--- src/rtl/count_seq_monitor.sv ---
// count_seq_monitor: receive-side checker for a free-running modulo-2^WIDTH
// counter. It locks onto the +1 sequence, flags breaks while locked, and keeps
// saturating break and wrap statistics.
//
// Handshake: there is no valid/ready pair. `en` is a qualifier only. On an
// edge with en=1 the monitor samples count_in. On an edge with en=0 it holds
// all state, and err reads 0 in the following cycle.
module count_seq_monitor #(
    parameter int WIDTH      = 4,
    parameter int LOCK_LEN   = 2,
    parameter int ERR_CNT_W  = 8,
    parameter int WRAP_CNT_W = 8
) (
    input  logic                  clk,
    input  logic                  reset,
    input  logic                  en,
    input  logic [WIDTH-1:0]      count_in,
    output logic                  locked,
    output logic                  err,
    output logic [ERR_CNT_W-1:0]  err_count,
    output logic [WRAP_CNT_W-1:0] wrap_count,
    output logic [WIDTH-1:0]      last_count,
    output logic [1:0]            dbg_state
);

    // run counts 0..LOCK_LEN-1 while acquiring, so LOCK_LEN must fit.
    localparam int RUN_W = $clog2(LOCK_LEN + 1);
    localparam logic [RUN_W-1:0] LOCK_LEN_R = RUN_W'(LOCK_LEN);
    localparam logic [WIDTH-1:0] MAX_VAL    = {WIDTH{1'b1}};

    typedef enum logic [1:0] {
        ST_SYNC   = 2'd0,
        ST_ACQ    = 2'd1,
        ST_LOCKED = 2'd2
    } state_t;

    state_t                  state_q, state_d;
    logic [WIDTH-1:0]        prev_q, prev_d;
    logic [RUN_W-1:0]        run_q, run_d;
    logic                    locked_q, locked_d;
    logic                    err_q, err_d;
    logic [ERR_CNT_W-1:0]    err_count_q, err_count_d;
    logic [WRAP_CNT_W-1:0]   wrap_count_q, wrap_count_d;
    logic [WIDTH-1:0]        last_count_q, last_count_d;

    logic [WIDTH-1:0]        prev_inc;
    logic [RUN_W-1:0]        run_inc;
    logic                    is_match;

    // The increment wraps naturally in WIDTH bits, so MAX is followed by 0.
    assign prev_inc = prev_q + WIDTH'(1);
    assign run_inc  = run_q + RUN_W'(1);
    assign is_match = (count_in == prev_inc);

    // Next-state and next-output logic. A stalled counter (count_in == prev)
    // counts as a mismatch because it is not prev+1.
    always_comb begin
        state_d      = state_q;
        prev_d       = prev_q;
        run_d        = run_q;
        locked_d     = locked_q;
        err_d        = 1'b0;
        err_count_d  = err_count_q;
        wrap_count_d = wrap_count_q;
        last_count_d = last_count_q;

        if (en) begin
            last_count_d = count_in;
            case (state_q)
                ST_SYNC: begin
                    if (count_in == '0) begin
                        prev_d  = '0;
                        run_d   = '0;
                        state_d = ST_ACQ;
                    end
                end
                ST_ACQ: begin
                    prev_d = count_in;
                    if (is_match) begin
                        run_d = run_inc;
                        if (run_inc == LOCK_LEN_R) begin
                            state_d  = ST_LOCKED;
                            locked_d = 1'b1;
                        end
                    end else begin
                        run_d = '0;
                    end
                end
                ST_LOCKED: begin
                    prev_d = count_in;
                    if (is_match) begin
                        if (prev_q == MAX_VAL && wrap_count_q != {WRAP_CNT_W{1'b1}}) begin
                            wrap_count_d = wrap_count_q + WRAP_CNT_W'(1);
                        end
                    end else begin
                        // An unexpected 0 lands here too, which catches a counter reset.
                        err_d    = 1'b1;
                        locked_d = 1'b0;
                        run_d    = '0;
                        state_d  = ST_ACQ;
                        if (err_count_q != {ERR_CNT_W{1'b1}}) begin
                            err_count_d = err_count_q + ERR_CNT_W'(1);
                        end
                    end
                end
                default: begin
                    state_d  = ST_SYNC;
                    locked_d = 1'b0;
                end
            endcase
        end
    end

    // State register with synchronous active-high reset.
    always_ff @(posedge clk) begin
        if (reset) begin
            state_q      <= ST_SYNC;
            prev_q       <= '0;
            run_q        <= '0;
            locked_q     <= 1'b0;
            err_q        <= 1'b0;
            err_count_q  <= '0;
            wrap_count_q <= '0;
            last_count_q <= '0;
        end else begin
            state_q      <= state_d;
            prev_q       <= prev_d;
            run_q        <= run_d;
            locked_q     <= locked_d;
            err_q        <= err_d;
            err_count_q  <= err_count_d;
            wrap_count_q <= wrap_count_d;
            last_count_q <= last_count_d;
        end
    end

    assign locked     = locked_q;
    assign err        = err_q;
    assign err_count  = err_count_q;
    assign wrap_count = wrap_count_q;
    assign last_count = last_count_q;
    assign dbg_state  = state_q;

endmodule

--- config.mk ---
export PLATFORM = sky130hd
export DESIGN_NAME = count_seq_monitor
export DESIGN_NICKNAME = d
export VERILOG_FILES = /design/src/rtl/count_seq_monitor.sv
export SDC_FILE = /design/constraint.sdc
export NUM_CORES = 1
export LEC_CHECK = 0
export ABC_AREA = 0
export BUFFER_PORTS_ARGS = -buffer_cell sky130_fd_sc_hd__buf_2
export CAP_MARGIN = 10
export CORE_MARGIN = 1.5
export CORE_UTILIZATION = 54
export DETAILED_ROUTE_END_ITERATION = 8
export PLACE_DENSITY_LB_ADDON = 0.15
export SLEW_MARGIN = 40
export SYNTH_ARGS = -nofsm -noshare
export SYNTH_HDL_FRONTEND = slang
export SYNTH_SLANG_ARGS = --single-unit
export TNS_END_PERCENT = 10
--- constraint.sdc ---
create_clock -name clk -period 2.6 [get_ports clk]
set_input_delay 0.26 -clock clk [delete_from_list [all_inputs] [get_ports clk]]
set_output_delay 0.26 -clock clk [all_outputs]
set_load 0.02 [all_outputs]
==> flow_summary_export.csv <==
group,metric,value,unit
timing,hold_ws,0.2370,ns
clock_tree,clock_sinks,30,
setup_path,cp-end-kind,"register",
timing,finalWorstSetupSlack,0.4769,ns
setup_path,cp_slowest_cell,"o21ai_1",
synthesis,synth_area_leaders,"dfxtp_1 (38%), ha_1 (7.1%), mux2i_1 (5.0%)",
synthesis,avgSynthCellArea,9.029,sq um
clock_tree,cts_resized,0,
floorplan,die_h,57.25,um
setup_path,max_stage_delay,0.60,ns
setup_path,crit_chain,"ha_1 > xnor2_1 > nand3_1 > o21ai_1 > nor4_1 > mux2_2",
global_routing,first_global_vias,1271,
timing,worst_clock_skew,0.007160,ns
power,p_per_area,487.5,nW/um^2
global_routing,overflow,0,
setup_path,cp_top_family,"compound AO/OA/AOI/OAI gates",
floorplan,initial_utilization,57.13,%
layout,area_growth,14.80,%
timing,fin_crit,2.123,ns
synthesis,synth_edf_count,0,
timing,fmax,0.4710,GHz
placement,place_congestion,0.8258,
floorplan,io_pins,31,
clock_tree,cts_root_buffer,"clkbuf_4",
synthesis,ys_types,40,
clock_tree,postCtsSetupBuffers,0,
synthesis,synth_seq_cells,30,
timing,rsz0062_at_grt,"false",
synthesis,ys.flop_type,"dfxtp_1",
power,ir_worst_vdd,0.0005354,V
setup_path,cp.arrival,2.34,ns
global_routing,grt_start_max_net_pins,38,
layout,antenna_cells,0,
global_routing,grt_pass1_wl,5.292,mm
synthesis,yosys.area.top_type,"dfxtp_1",
setup_path,startpoint_type,"register",
synthesis,synth-async-reset-ratio,0,%
layout,fill_cells,238,
floorplan,design.die.area,3277,sq um
outcome,status,"completed",
timing,finalMaxSlewViolations,0,
detailed_routing,route.detailed.drc,0,
layout,multi_input_area,922.1,sq um
floorplan,coreArea,2781,sq um
timing,finalHoldViolCount,0,
detailed_routing,vias,1414,
timing,worst_pin_slew,0.7279,ns
timing,timing.final.crit_share,81.66,%
setup_path,path_class,"register to register",
setup_path,critPathMaxFanout,13,
detailed_routing,wl_per_cell,13.45,um
synthesis,syn_inst,176,
synthesis,synth_top_area_share,37.80,%
worst_hold_path,hold_class,"input port to register",
layout,drive_gt1_share,20.77,%
detailed_routing,dr.first_iter.drc_count,44,
floorplan,num_rows,19,
detailed_routing,drtPass1Iterations,6,
placement,portBuffers,30,
setup_path,worstPathRequired,2.82,ns
clock_tree,h-tree-depth,2,
timing,setup_violations,0,
timing,relSlewSlack,51.15,%
power,leakagePower,0.7376,nW
detailed_routing,postRouteAntennaNets,0,
clock_tree,cts_max_path_buffers,2,
clock_tree,numCtsBuffers,5,
layout,final-seq-area,600.6,sq um
layout,post-route-util,65.59,%
clock_tree,clk_pin_slew_worst_paths,0.09,ns
placement,place_ws,0.4741,ns
run,cap_viol_max_count,0,
floorplan,fp.dieW,57.25,um
placement,dp_hpwl,2.269,mm
synthesis,ys_top_cells_by_count,"dfxtp_1 (30), nor2_1 (15), a21oi_1 (11), nand3_1 (10)",
setup_path,crit_buf_inv,0,
synthesis,syn_nets,192,
clock_tree,cts_tree,"done",
layout,finalNetCount,222,
detailed_routing,viasPerCell,5.941,
clock_tree,cts_hold_buffers,0,
clock_tree,clock_latency,0.33,ns
synthesis,seq_area_frac_synth,37.80,%
global_routing,antenna_found_initial,0,
global_routing,grt_use_total,20.69,%
synthesis,yosys_warnings,0,
detailed_routing,wirelength,3.202,mm
synthesis,synth_most_common_cell,"dfxtp_1",
timing,tns,0,ns
synthesis,synth_area,1589,sq um
-- metrics by stage --
step / instance area (sq um) / total power [W] / cells
2_1_floorplan: 1589 / 0.0005196 / 176
3_3_place_gp: 1749 / 0.0005347 / 230
3_5_place_dp: 1749 / 0.0005364 / 230
4_1_cts: 1824 / 0.0008967 / 238
5_1_grt: 1824 / 0.0009139 / 238
6_report: 1824 / 0.0008893 / 238
-- worst reg2reg max path, stage by stage (launching register included) --
cell and delay (ns):
dfxtp_1 0.36, ha_1 0.32, xnor2_1 0.18, nand3_1 0.14, o21ai_1 0.60, nor4_1 0.13, mux2_2 0.29
-- per-layer routing --
layer	vias up	global-route usage, %	share of wire (%)
met5	-	0	0
met4	0	11.96	3.0
met3	11	4.308	5.0
met2	39	33.83	47
met1	649	25.21	45
li1	715	-	-
-- cells in the final DEF, fill, tap and decap left out, types with 2 or more instances in the layout --
cell      Yosys  routed
dfxtp_1      30      30
buf_2         2      30
nor2_1       15      15
a21oi_1      11      11
nand3_1      10      10
or4_1         9       9
ha_1          9       9
inv_1         8       8
mux2i_1       8       8
o31ai_1       7       7
o21ai_0       6       6
nand2b_1      6       6
nor3_1        5       5
clkbuf_4      0       5
a32oi_1       4       4
or3_1         4       4
and3_1        3       3
nand2_1       3       3
o41ai_1       2       2
xor2_1        2       2
xnor2_1       2       2
nor4_1        2       2
a41oi_1       2       2
or4b_1        2       2
nor2b_1       2       2
nor3b_1       2       2
mux2_2        2       2
clkbuf_1      5       2
-- registers in the layout, indices dropped and copies added (netlist names) --
name,cells
err,1
prev_q,4
locked,1
err_count,8
last_count,4
dbg_state,2
run_q,2
wrap_count,8
-- layout make-up --
type | count | share of cell area, %
multi-input combinational | 130 | 50.55
sequential | 30 | 32.92
timing repair buffer | 31 | 8.642
clock buffer | 7 | 2.469
tap | 31 | 2.126
clock inverter | 1 | 1.646
inverter | 8 | 1.646
-- final timing paths --
| check | start | to | slack, ns | cells after the start |
|---|---|---|---|---|
| setup reg to reg | prev_q[0] | err_count[7] | 0.48 | 6 |
| hold reg to reg | err_count[6] | err_count[6] | 0.50 | 2 |
| setup / recovery | prev_q[0] | err_count[7] | 0.48 | 6 |
| hold / removal | count_in[2] | last_count[2] | 0.24 | 3 |
-- logic make-up (layout without fill, tap and decap cells) --
family          after synthesis  in the layout  share of synthesized area [%]
compound gates               37             37                          15.59
xor+xnor                      6              6                          4.646
fa+ha+maj                     9              9                          7.087
buf+inv                      16             47                          4.174
flops                        30             30                          37.80
mux                          10             10                          6.457
simple gates                 68             68                          24.25
-- power by group --
group          switching (W)  leakage [nW]  internal, W  total (W)
Sequential        0.00000321         0.242     0.000464   0.000467
Clock               0.000159        0.0395     0.000204   0.000363
Combinational      0.0000369         0.456    0.0000222  0.0000591
Total               0.000200         0.738     0.000690   0.000889
(Power assumes the default switching activity.)
